`src/rtl/led_matrix_scan.sv`:
```
// rtl/led_matrix_scan.sv - multiplexed 5x7 LED matrix scan driver with frame-synchronous buffer swap
// Back buffer is written freely; the copy to the front buffer waits for a frame boundary or IDLE.
module led_matrix_scan #(
  parameter int SCAN_DIV       = 20000,
  parameter int BLANK_CYC      = 200,
  parameter bit COL_ACTIVE_LOW = 1'b0,
  parameter bit ROW_ACTIVE_LOW = 1'b0
) (
  input  logic       CLK,
  input  logic       reset_n,
  input  logic       enable,
  input  logic       wr_en,
  input  logic [2:0] wr_col,
  input  logic [6:0] wr_data,
  input  logic       swap_req,
  output logic       swap_ack,
  output logic       frame_start,
  output logic [4:0] colOut,
  output logic [6:0] rowOut
);

  localparam int CW = $clog2(SCAN_DIV);
  localparam logic [CW-1:0] LAST_CNT    = CW'(SCAN_DIV - 1);
  localparam logic [CW-1:0] BLANK_LAST  = CW'(BLANK_CYC - 1);
  localparam logic [CW-1:0] DRIVE_FIRST = CW'(BLANK_CYC);
  localparam logic [4:0]    COL_INACT   = {5{COL_ACTIVE_LOW}};
  localparam logic [6:0]    ROW_INACT   = {7{ROW_ACTIVE_LOW}};

  typedef enum logic [1:0] {IDLE, BLANK, DRIVE} state_t;

  state_t          state, state_nx;
  logic [2:0]      col, col_nx;
  logic [CW-1:0]   cnt, cnt_nx;
  logic [4:0][6:0] front, back, front_nx;
  logic            pend, pend_nx;
  logic            ack_nx, fs_nx;
  logic [4:0]      col_drv_nx;
  logic [6:0]      row_drv_nx;

  always_ff @(posedge CLK or negedge reset_n) begin
    if (!reset_n) begin
      state <= IDLE;
      col   <= '0;
      cnt   <= '0;
    end else begin
      state <= state_nx;
      col   <= col_nx;
      cnt   <= cnt_nx;
    end
  end

  // Outputs are registered from the next-cycle view so they line up with the state register.
  always_comb begin
    state_nx = state;
    col_nx   = col;
    cnt_nx   = cnt;
    unique case (state)
      IDLE: begin
        if (enable) begin
          state_nx = BLANK;
          col_nx   = '0;
          cnt_nx   = '0;
        end
      end
      BLANK: begin
        cnt_nx = cnt + 1'b1;
        if (cnt == BLANK_LAST) state_nx = DRIVE;
      end
      DRIVE: begin
        if (cnt == LAST_CNT) begin
          state_nx = BLANK;
          cnt_nx   = '0;
          col_nx   = (col == 3'd4) ? 3'd0 : col + 3'd1;
        end else begin
          cnt_nx = cnt + 1'b1;
        end
      end
      default: state_nx = IDLE;
    endcase
    if (state != IDLE && !enable) begin
      state_nx = IDLE;
      col_nx   = '0;
      cnt_nx   = '0;
    end

    // swap_ack marks the copy cycle; a request arriving on it merges into that copy.
    pend_nx  = swap_ack ? 1'b0 : (pend | swap_req);
    ack_nx   = pend_nx && ((state_nx == IDLE) ||
               (state_nx == DRIVE && col_nx == 3'd4 && cnt_nx == LAST_CNT));
    front_nx = swap_ack ? back : front;
    fs_nx    = (state_nx == DRIVE) && (col_nx == 3'd0) && (cnt_nx == DRIVE_FIRST);

    col_drv_nx = '0;
    row_drv_nx = '0;
    if (state_nx == DRIVE) begin
      col_drv_nx = 5'b00001 << col_nx;
      row_drv_nx = front_nx[col_nx];
    end
  end

  always_ff @(posedge CLK or negedge reset_n) begin
    if (!reset_n) begin
      front       <= '0;
      back        <= '0;
      pend        <= 1'b0;
      swap_ack    <= 1'b0;
      frame_start <= 1'b0;
      colOut      <= COL_INACT;
      rowOut      <= ROW_INACT;
    end else begin
      front <= front_nx;
      if (wr_en && wr_col <= 3'd4) back[wr_col] <= wr_data;
      pend        <= pend_nx;
      swap_ack    <= ack_nx;
      frame_start <= fs_nx;
      colOut      <= col_drv_nx ^ COL_INACT;
      rowOut      <= row_drv_nx ^ ROW_INACT;
    end
  end

endmodule

```
`config.mk`:
```
export PLATFORM = sky130hd
export DESIGN_NAME = led_matrix_scan
export DESIGN_NICKNAME = d
export VERILOG_FILES = /design/src/rtl/led_matrix_scan.sv
export SDC_FILE = /design/constraint.sdc
export NUM_CORES = 1
export LEC_CHECK = 0
export BUFFER_PORTS_ARGS = -buffer_cell sky130_fd_sc_hd__buf_2
export CORE_ASPECT_RATIO = 0.5
export CORE_MARGIN = 3
export CORE_UTILIZATION = 35
export CTS_BUF_LIST = sky130_fd_sc_hd__clkbuf_16
export CTS_CLUSTER_DIAMETER = 120
export DETAILED_ROUTE_END_ITERATION = 8
export SLEW_MARGIN = 15
export SYNTH_ARGS = -nofsm -noshare
export SYNTH_HDL_FRONTEND = slang
export SYNTH_SLANG_ARGS = --single-unit
```
`constraint.sdc`:
```
create_clock -name CLK -period 3.6 [get_ports CLK]
set_input_delay 0.36 -clock CLK [delete_from_list [all_inputs] [get_ports CLK]]
set_output_delay 0.36 -clock CLK [all_outputs]
set_load 0.02 [all_outputs]
```
Yosys cells after proc, flatten, opt, wreduce, memory -nomap -nowiden
Cells that the tools add are included.

operators by class
  add/subtract/negate cells = 2
  order comparisons = 4
  equality and inequality tests = 9
  shift-type cells = 1
  muxes and demuxes = 23
  bitwise operators = 1
  reduce and logical (&&, ||, !) cells = 14

operators with widths
  kind                                                                                 number
  15-bit 2-to-1 mux                                                                    3
  15-bit one-hot mux with 3 select lines                                               1
  35-bit bitwise mux                                                                   1
  35-bit 2-to-1 mux                                                                    1
  15-bit == test, second input constant                                                2
  15-bit by 8-bit == test with 1-bit output, second input constant                     2
  7-bit binary-select mux with 3-bit select                                            1
  7-bit demux with 3-bit select                                                        1
  7-bit 2-to-1 mux                                                                     3
  15-bit by 1-bit adder with 15-bit output, second input constant                      1
  3-bit 2-to-1 mux                                                                     4
  1-bit logical AND                                                                    8
  3-bit by 4-bit less-than comparator with 1-bit output, second input constant         2
  2-bit 2-to-1 mux                                                                     4
  3-bit == test, second input constant                                                 2
  2-bit one-hot mux with 3 select lines                                                1
  3-bit one-hot mux with 2 select lines                                                1
  5-bit 2-to-1 mux                                                                     1
  1-bit by 3-bit left shift with 5-bit output, first input constant                    1
  2-bit == test, second input constant                                                 2
  2-bit logical NOT                                                                    2
  3-bit by 1-bit adder with 3-bit output, second input constant                        1
  3-bit by 1-bit greater-or-equal comparator with 1-bit output, second input constant  1
  3-bit less-or-equal comparator, second input constant                                1
  7 further kinds                                                                      7

word-level totals
  register bits = 105
  input bits = 15
  output and inout bits = 14
  logic and storage cells = 72

Logic depth before layout (Yosys ltp)
Gate-level depths: netlist of the first run.

  depth in word-level cells = 10
  gate-level depth with buffers = 11

Worst setup path before layout of the first run
No wires, ideal clock.

  path type = flip-flop to flip-flop
  start = register cnt[0]
  end = register swap_ack
  setup time = 92 ps
  arrival time = 2387 ps
  data required time = 3508 ps
  setup slack = 1121 ps
  cell stages (with the launch flop) = 11
  path buffers = 2
  period minus slack after synthesis = 2479 ps
  cell sequence = dfrtp_1 > ha_1 > and3_1 > buf_2 > nand4_4 > a21o_1 > a21oi_1 > buf_4 > nand4_2 > or4b_1 > o31ai_2

between the ends
  cells in the longest elaborated chain, start to end = 9
  elaborated cells on any way between the ends = 22
  those cells by class = add/sub: 1; eq/ne: 5; mux: 11; reduce/logical: 5

ends and longest elaborated chain
  what                                                                              RTL line  source
  start, declared                                                                   33        logic [CW-1:0] cnt, cnt_nx;
  start signal, assigned                                                            48        cnt <= cnt_nx;
  branches (longest 7 deep; another with 15-bit by 1-bit adder with 15-bit output)  n/a
  1-bit logical OR *                                                                88        ack_nx = pend_nx && ((state_nx == IDLE) ||
  1-bit logical AND *                                                               88
  named net ack_nx                                                                  36        logic ack_nx, fs_nx;
  end signal, assigned                                                              114       swap_ack <= ack_nx;
  end, declared                                                                     16        output logic swap_ack,

Mark *: on every way through the listed nets, which the timed path passes.
A chain may end at the register's enable or synchronous reset.

Worst setup path after layout of the first run
Ends and elaborated chain as after synthesis.

==> results of run 1 <==
power breakdown:
part	switching, uW	internal [uW]	leakage (uW)	total [uW]
Combinational	205	262	0.00108	467
Sequential	83.3	1420	0.00132	1500
Clock	490	496	0.000143	986
synth_stat cells, types with 5 or more instances:
library cell and count:
dfrtp_1 105, and3_1 10, a21oi_1 6, nand3_1 11, nand4_1 9, inv_1 9
mux2_2 77, nand2_1 15, clkbuf_1 8, buf_2 7, nor3_1 6, and2_1 5
a31oi_1 9, mux2i_1 14, o2bb2ai_1 7, nor2_1 12, o21ai_0 12
registers in the layout, indices dropped and copies added, names as in the netlist:
name         count
back            35
front           35
cnt             15
rowOut           7
colOut           5
col              3
state            2
frame_start      1
pend             1
swap_ack         1
routing by layer:
metal / global-route usage / vias up / part of all wire
met5: 0 / - / 0
met4: 0.0524 / 0 / 0.019
met3: 0.0323 / 15 / 0.039
met2: 0.236 / 70 / 0.46
met1: 0.218 / 1771 / 0.48
li1: - / 1581 / -
cell type report:
class,count,area (sq um),share of cell area
Clock buffer,9,225,0.0398
Clock inverter,7,81.3,0.0144
Inverter,11,41.3,0.00729
Multi-Input combinational cell,269,2230,0.395
Sequential cell,105,2630,0.464
Tap cell,192,240,0.0424
Timing Repair Buffer,37,210,0.0371
kinds of logic after synthesis:
kind of cell	count (synthesis)
buffers and inverters	33
DFF	105
adders and majority gates	4
AOI/OAI and AO/OA	71
xor gates and xnor gates	2
muxes	91
and+or+nand+nor	101
critical path, delay by kind of cell (launching register included):
family / cells / cell delay, ns
AND/OR/NAND/NOR: 4 / 1.35
flip-flops: 1 / 0.45
adder cells (fa/ha/maj): 1 / 0.26
AO/OA/AOI/OAI: 3 / 0.93
path summary, 6_finish.rpt:
check                           from        end  slack [ns]  cells past startpoint
max in group asynchronous    reset_n    back[0]        2.74                      2
min in group CLK            swap_req       pend        0.30                      3
setup reg to reg              cnt[0]   swap_ack        0.53                      8
setup / recovery              cnt[0]   swap_ack        0.53                      8
hold reg to reg            front[11]  front[11]        0.50                      1
hold / removal               reset_n  colOut[1]       0.005                      1
through the flow:
step	utilization	total power, uW	setup slack [ns]	hold slack, ns
floorplan	-	1860	1.12	0.0644
global placement	0.390	1980	0.722	0.395
detailed placement	0.390	2000	0.596	0.397
CTS	0.412	3000	0.557	0.0162
global route	0.412	3120	0.330	0.0418
finish	0.412	2960	0.535	0.00479
==> flow_metrics.py, run 1 <==
metrics = {
    "clocking": {
        "path_clk_slew_ns": 0.08,
        "root_buffer": "clkbuf_16",
        "cts_buffers": 9,
        "cts.path.max_buffers": 2,
        "clock_latency_ns": 0.35,
        "cts_tree": "yes",
        "cts_setup_buffers": 0,
        "cts_resized": 0,
        "htreeDepth": 3,
        "hold_buffers": 0,
        "cts.sinks": 105,
    },
    "cells_and_area": {
        "nets": 451,
        "syn2layout_area_growth_pct": 13.2,
        "fillers": 1316,
        "final_common_cell": "dfrtp_1",
        "instances_no_fill": 630,
        "final_cell_mix": "105 x dfrtp_1, 77 x mux2_2, 27 x buf_2, 15 x nand2_1, 14 x mux2i_1",
        "postLayoutCellArea_sq_um": 5660,
        "drive_above_1_share": 0.333,
        "n_antenna_cell": 0,
    },
    "logic_synthesis": {
        "synth_area_leaders": "dfrtp_1 53%, mux2_2 17%, mux2i_1 2.8%",
        "synth_top_area_share": 0.526,
        "synth-seq-cells": 105,
        "synth.distinct_cells": 67,
        "syn_avg_cell_area_sq_um": 12.3,
        "yosys.area.top_type": "dfrtp_1",
        "ys.flop_type": "dfrtp_1",
        "synth-xor-area-share": 0.00350,
        "synth_top_family_by_area": "multiplexers",
        "synthMuxAreaShare": 0.202,
        "synth-seq-area-share": 0.526,
        "synth_compound_area_frac": 0.105,
        "ys_warn_count": 0,
        "synth_edf_count": 0,
        "async_flop_share": 1.00,
        "synthesis.area_sq_um": 5000,
        "synth_nets": 425,
        "yosys.area_share.simple": 0.125,
        "syn_inst": 407,
        "synth-adder-area-share": 0.00951,
    },
    "global_routing": {
        "grt_usage": 0.154,
        "grt_pass1_wl_um": 19400,
        "grt-ovfl-total": 0,
        "grt_max_degree": 46,
        "grt_pass1_vias": 3458,
        "antenna_found_initial": 0,
    },
    "floorplanning": {
        "die_h_um": 90.5,
        "start_util": 0.364,
        "pin_count": 29,
        "die_area_sq_um": 15800,
        "num_rows": 30,
        "coreArea_sq_um": 13700,
        "die_width_um": 175,
    },
    "timing": {
        "tightestPinTransition_ns": 0.896,
        "fin_crit_sh": 0.852,
        "period_needed_ns": 3.07,
        "slew_headroom": 0.399,
        "maxSlewViolCount": 0,
        "tns_ns": 0,
        "setup_violations": 0,
        "fmax_mhz": 326,
        "skew_ns": 0.0108,
        "hold_viol": 0,
        "rsz0062_at_grt": "no",
    },
    "worst_setup_path": {
        "worstPathRequired_ns": 3.86,
        "crit_path_top_delay_cell": "or4b_1",
        "critPathLaunchType": "flop",
        "path_max_fanout": 9,
        "cp_slowest_stage_delay_ns": 0.58,
        "critPathArrivalTime_ns": 3.33,
        "path_cells": "ha_1, and3_1, nand4_4, a21o_1, a21oi_2, nand4_2, or4b_1, o31ai_2",
        "crit_type": "flop to flop",
        "end_kind": "flop",
    },
    "placement": {
        "io_buffers": 28,
        "gp_congestion": 0.907,
        "post-place-cells": 614,
        "place_area_sq_um": 5350,
        "dpl.hpwl_um": 7940,
    },
    "drt": {
        "wl_per_cell_um": 18.6,
        "firstDrtPassIters": 5,
        "drtIter0Drc": 251,
        "viasPerCell": 5.46,
        "via_count": 3437,
        "wl_um": 11700,
        "drc": 0,
        "ant_nets": 0,
    },
    "pwr": {
        "leakagePower_uw": 0.00255,
        "max-vdd-ir-drop_mv": 0.245,
        "power_per_cell_area_nw_per_um2": 522,
    },
    "flow_run": {
        "maxCapViolations": 0,
    },
    "worst_hold_path": {
        "hp-class": "input pin to asynchronous set/reset pin",
    },
    "outcome": {
        "status": "finished clean",
    },
}
No activity file was read; power rests on OpenSTA's default activity.
==> run 2, diff against run 1 <==
--- a/config.mk
+++ b/config.mk
@@ -6,12 +6,14 @@
 export NUM_CORES = 1
 export LEC_CHECK = 0
 export BUFFER_PORTS_ARGS = -buffer_cell sky130_fd_sc_hd__buf_2
+export CAP_MARGIN = 40
 export CORE_ASPECT_RATIO = 0.5
-export CORE_MARGIN = 3
+export CORE_MARGIN = 8
 export CORE_UTILIZATION = 35
 export CTS_BUF_LIST = sky130_fd_sc_hd__clkbuf_16
 export CTS_CLUSTER_DIAMETER = 120
 export DETAILED_ROUTE_END_ITERATION = 8
+export PLACE_DENSITY = 0.58
 export SLEW_MARGIN = 15
 export SYNTH_ARGS = -nofsm -noshare
 export SYNTH_HDL_FRONTEND = slang
==> run 2 against run 1 <==
  * Non-clock buffer count unchanged
  * Final cell count increased by 0.95%
  * Via count increased by 1.9%
  * Maximum frequency increased by 0.53%
==> flow_metrics.py, run 2 (synthesized netlist as in run 1, its figures left out) <==
metrics = {
    "outcome": {
        "status": "finished clean",
    },
    "flow_run": {
        "maxCapViolations": 0,
    },
    "timing": {
        "slew_headroom": 0.468,
        "rsz0062_at_grt": "no",
        "fmax_mhz": 328,
        "tightestPinTransition_ns": 0.795,
        "skew_ns": 0.00602,
        "setup_ws_ns": 0.551,
        "period_needed_ns": 3.05,
        "hold_viol": 0,
        "tns_ns": 0,
        "maxSlewViolCount": 0,
        "setup_violations": 0,
        "fin_crit_sh": 0.847,
    },
    "placement": {
        "gp_congestion": 0.974,
        "dpl.hpwl_um": 9840,
        "place_area_sq_um": 5360,
        "place_ws_ns": 0.636,
        "post-place-cells": 620,
        "io_buffers": 28,
    },
    "worst_setup_path": {
        "path_max_fanout": 18,
        "r2r-end": "frame_start",
        "worst-path-buf-inv": 2,
        "worstPathRequired_ns": 3.82,
        "end_kind": "flop",
        "cp_slowest_stage_delay_ns": 0.71,
        "rr_startpoint": "state[1]",
        "cp_top_family": "compound AO/OA/AOI/OAI gates",
        "critPathArrivalTime_ns": 3.26,
        "crit_path_top_delay_cell": "dfrtp_1",
        "path_cells": "inv_1, a41oi_2, a31o_2, o211ai_1, buf_4, or3_1, nor4_1",
        "r2r_cells": 7,
        "setup.reg_to_reg.worst_slack_ns": 0.55,
        "crit_type": "flop to flop",
        "critPathLaunchType": "flop",
    },
    "floorplanning": {
        "num_rows": 31,
        "pin_count": 29,
        "coreArea_sq_um": 14200,
        "die_width_um": 185,
        "die_h_um": 101,
        "die_area_sq_um": 18600,
        "start_util": 0.352,
    },
    "global_routing": {
        "grt_pass1_wl_um": 21100,
        "grt_max_degree": 54,
        "grt_pass1_vias": 3510,
        "antenna_found_initial": 0,
        "grt-ovfl-total": 0,
        "grt_usage": 0.150,
    },
    "clocking": {
        "cts.path.max_buffers": 2,
        "path_clk_slew_ns": 0.07,
        "cts_buffers": 9,
        "hold_buffers": 0,
        "cts_resized": 0,
        "htreeDepth": 3,
        "cts_setup_buffers": 0,
        "cts_tree": "yes",
        "clock_latency_ns": 0.35,
        "cts.sinks": 105,
        "root_buffer": "clkbuf_16",
    },
    "drt": {
        "wl_per_cell_um": 20.8,
        "wl_um": 13200,
        "drtIter0Drc": 301,
        "via_count": 3504,
        "ant_nets": 0,
        "viasPerCell": 5.51,
        "drc": 0,
        "firstDrtPassIters": 4,
    },
    "cells_and_area": {
        "final_util": 0.399,
        "final_common_cell": "dfrtp_1",
        "drive_above_1_share": 0.324,
        "n_antenna_cell": 0,
        "postLayoutCellArea_sq_um": 5670,
        "syn2layout_area_growth_pct": 13.4,
        "fillers": 1379,
        "instances_no_fill": 636,
        "final_cell_mix": "105 x dfrtp_1, 77 x mux2_2, 27 x buf_2, 15 x nand2_1, 14 x mux2i_1",
        "nets": 451,
        "reg_top3": "back x35, front x35, cnt x15",
    },
    "pwr": {
        "leakagePower_uw": 0.00256,
        "power_per_cell_area_nw_per_um2": 533,
        "max-vdd-ir-drop_mv": 0.269,
    },
    "worst_hold_path": {
        "hp-class": "input pin to asynchronous set/reset pin",
    },
}
## run 2: cell count changes in the layout (fill, tap and decap cells not counted)
cell | before | now
inv_1 | 9 | 11
bufinv_16 | 0 | 2
inv_8 | 3 | 0
nor3_1 | 5 | 6
clkinv_8 | 2 | 0
nor3_2 | 1 | 0
clkinv_1 | 2 | 3
clkinvlp_4 | 2 | 1
clkinv_4 | 0 | 1
## run 2: power by group
part | total [uW] | switching [uW] | leakage (uW) | internal (uW)
registers | 1510 | 88.3 | 0.00132 | 1420
clock network | 1030 | 424 | 0.000156 | 603
logic | 487 | 224 | 0.00108 | 263
total | 3020 | 737 | 0.00256 | 2290
## run 2: worst max-delay path by stage
stage,startpoint,depth (start not counted),to,slack (ns)
floorplan,cnt[0],10,swap_ack,1.12
detailed placement,cnt[0],8,swap_ack,0.64
global placement,enable,8,frame_start,0.66
finish,state[1],7,frame_start,0.55
global route,cnt[0],8,swap_ack,0.38
CTS,cnt[0],8,swap_ack,0.63
## run 2: layer usage
metal / GRT usage / share of wire / up-vias
li1: - / - / 1590
met1: 0.233 / 0.53 / 1782
met4: 0.0330 / 0.0048 / 0
met5: 0 / 0 / -
met3: 0.0651 / 0.10 / 7
met2: 0.180 / 0.37 / 125
## run 2: cell type report
cell class | instances | area (sq um) | share of cell area
multi-input combinational | 269 | 2230 | 0.393
clock buffer | 9 | 225 | 0.0397
clock inverter | 7 | 87.6 | 0.0154
inverter | 11 | 41.3 | 0.00728
timing repair buffer | 37 | 210 | 0.0371
tap | 198 | 248 | 0.0437
sequential | 105 | 2630 | 0.463
## run 2: metrics by stage
step / power [uW] / hold WS, ns
2_1_floorplan: 1860 / 0.0644
3_3_place_gp: 1990 / 0.438
3_5_place_dp: 2020 / 0.444
4_1_cts: 3060 / 0.0639
5_1_grt: 3180 / 0.0890
6_report: 3020 / 0.0497
==> run 3, diff against run 2 <==
--- a/config.mk
+++ b/config.mk
@@ -13,7 +13,7 @@
 export CTS_BUF_LIST = sky130_fd_sc_hd__clkbuf_16
 export CTS_CLUSTER_DIAMETER = 120
 export DETAILED_ROUTE_END_ITERATION = 8
-export PLACE_DENSITY = 0.58
+export PLACE_DENSITY = 0.6
 export SLEW_MARGIN = 15
 export SYNTH_ARGS = -nofsm -noshare
 export SYNTH_HDL_FRONTEND = slang
==> constraint.sdc (replaced) <==
create_clock -name CLK -period 2.6 [get_ports CLK]
set_input_delay 0.26 -clock CLK [delete_from_list [all_inputs] [get_ports CLK]]
set_output_delay 0.26 -clock CLK [all_outputs]
set_load 0.02 [all_outputs]
==> run 3 against run 2 <==
  * Global-route usage is 0.26 points higher
  * Sequential share of layout area is 3.9 points lower
  * Clock power is 26% higher
  * Non-clock buffer count is 54 higher
  * Critical path type unchanged
==> flow_metrics.py, run 3 (synthesized netlist as in run 1, its figures left out) <==
metrics = {
    "outcome": {
        "status": "finished clean",
    },
    "timing": {
        "skew_ns": 0.00728,
        "maxSlewViolCount": 0,
        "tightestPinTransition_ns": 0.647,
        "fin_crit_sh": 0.994,
        "fmax_mhz": 387,
        "period_needed_ns": 2.58,
        "slew_headroom": 0.569,
        "whs_ns": 0.215,
        "hold_viol": 0,
        "setup_violations": 0,
        "tns_ns": 0,
    },
    "drt": {
        "ant_nets": 0,
        "viasPerCell": 5.38,
        "drc": 0,
        "firstDrtPassIters": 5,
        "drtIter0Drc": 313,
        "wl_um": 13700,
        "via_count": 3712,
        "wl_per_cell_um": 19.9,
    },
    "global_routing": {
        "grt_pass1_wl_um": 21300,
        "grt_max_degree": 57,
        "grt-ovfl-total": 0,
        "antenna_found_initial": 0,
        "grt_use_met3": 0.0529,
        "busiest_layer": "met1",
        "met1_usage": 0.243,
        "met2_usage": 0.185,
        "grt_pass1_vias": 3620,
        "grt_usage": 0.152,
    },
    "clocking": {
        "cts.sinks": 105,
        "clock_latency_ns": 0.35,
        "path_clk_slew_ns": 0.07,
        "cts.path.max_buffers": 2,
        "cts_buffers": 9,
        "htreeDepth": 3,
        "cts_tree": "yes",
        "root_buffer": "clkbuf_16",
    },
    "placement": {
        "post-place-cells": 669,
        "dpl.hpwl_um": 10200,
        "gp_congestion": 1.02,
        "place_area_sq_um": 5750,
        "io_buffers": 28,
    },
    "cells_and_area": {
        "reg_top3": "back x35, front x35, cnt x15",
        "regArea_sq_um": 2630,
        "nets": 505,
        "instances_no_fill": 690,
        "postLayoutCellArea_sq_um": 6200,
        "final_common_cell": "dfrtp_1",
        "final_cell_mix": "104 x dfrtp_1, 77 x mux2_2, 60 x buf_4, 27 x buf_2, 15 x nand2_1",
        "syn2layout_area_growth_pct": 24.0,
        "n_antenna_cell": 0,
        "drive_above_1_share": 0.437,
        "fillers": 1330,
        "multi_input_area_sq_um": 2350,
    },
    "worst_setup_path": {
        "worstPathRequired_ns": 2.86,
        "path_max_fanout": 5,
        "end_kind": "flop",
        "critPathArrivalTime_ns": 2.85,
        "critPathLaunchType": "flop",
        "crit_type": "flop to flop",
    },
    "pwr": {
        "power_per_cell_area_nw_per_um2": 659,
        "max-vdd-ir-drop_mv": 0.308,
        "leakagePower_uw": 0.00280,
        "p_total_uw": 4080,
    },
    "flow_run": {
        "maxCapViolations": 0,
    },
    "floorplanning": {
        "pin_count": 29,
        "die_h_um": 101,
        "die_area_sq_um": 18600,
        "start_util": 0.352,
        "die_width_um": 185,
        "coreArea_sq_um": 14200,
        "num_rows": 31,
    },
    "worst_hold_path": {
        "hp-class": "input pin to flop",
    },
}
[run 3: report_power, final]
part | total [uW] | switching (uW) | internal, uW
clock network | 1300 | 633 | 669
registers | 2080 | 112 | 1970
logic | 705 | 315 | 390
total | 4080 | 1060 | 3020
[run 3: timing repair]
action	in CTS	in global routing
setup buffers	0	4
endpoints found under the hold margin	49	0
gates cloned	0	0
setup endpoints to repair	7	8
hold buffers	1	0
resized for setup	6	21
pin swaps	0	7
[run 3: worst max-delay path, cell delays in order (launching register included)]
cell      delay, ns
dfrtp_1        0.41
buf_4          0.18
and4_2         0.27
buf_4          0.16
and2_1         0.20
a311oi_2       0.29
a31oi_1        0.11
nand2b_4       0.17
or4_4          0.46
o31ai_2        0.25
[run 3: area by class of cell]
cell class | count | share of cell area
Sequential cell | 105 | 0.424
Clock buffer | 9 | 0.0363
Tap cell | 198 | 0.0400
Multi-Input combinational cell | 269 | 0.379
Clock inverter | 7 | 0.00969
Timing Repair Buffer | 91 | 0.104
Inverter | 11 | 0.00666
[run 3: path summary, 6_finish.rpt]
path	start	endpoint	slack (ns)	cells after the start
worst max-delay path	cnt[3]	swap_ack	0.02	9
worst min-delay path	wr_data[1]	back[1]	0.21	2
worst max register to register	cnt[3]	swap_ack	0.02	9
worst min register to register	front[7]	front[7]	0.50	1
max in group asynchronous	reset_n	cnt[3]	1.39	3
min in group asynchronous	reset_n	back[21]	0.51	2
[run 3: per-layer routing]
layer  routed length [um]  share of wire
met5                    0              0
met4                  126         0.0092
met3                 1320          0.096
met2                 5010           0.37
met1                 7250           0.53
[run 3: per-stage QoR]
step                utilization  worst slack [ns]
global placement          0.405          -0.00964
detailed placement        0.405           -0.0989
CTS                       0.428           0.00280
floorplan                     -             0.121
global route              0.437           -0.0298
finish                    0.437            0.0156
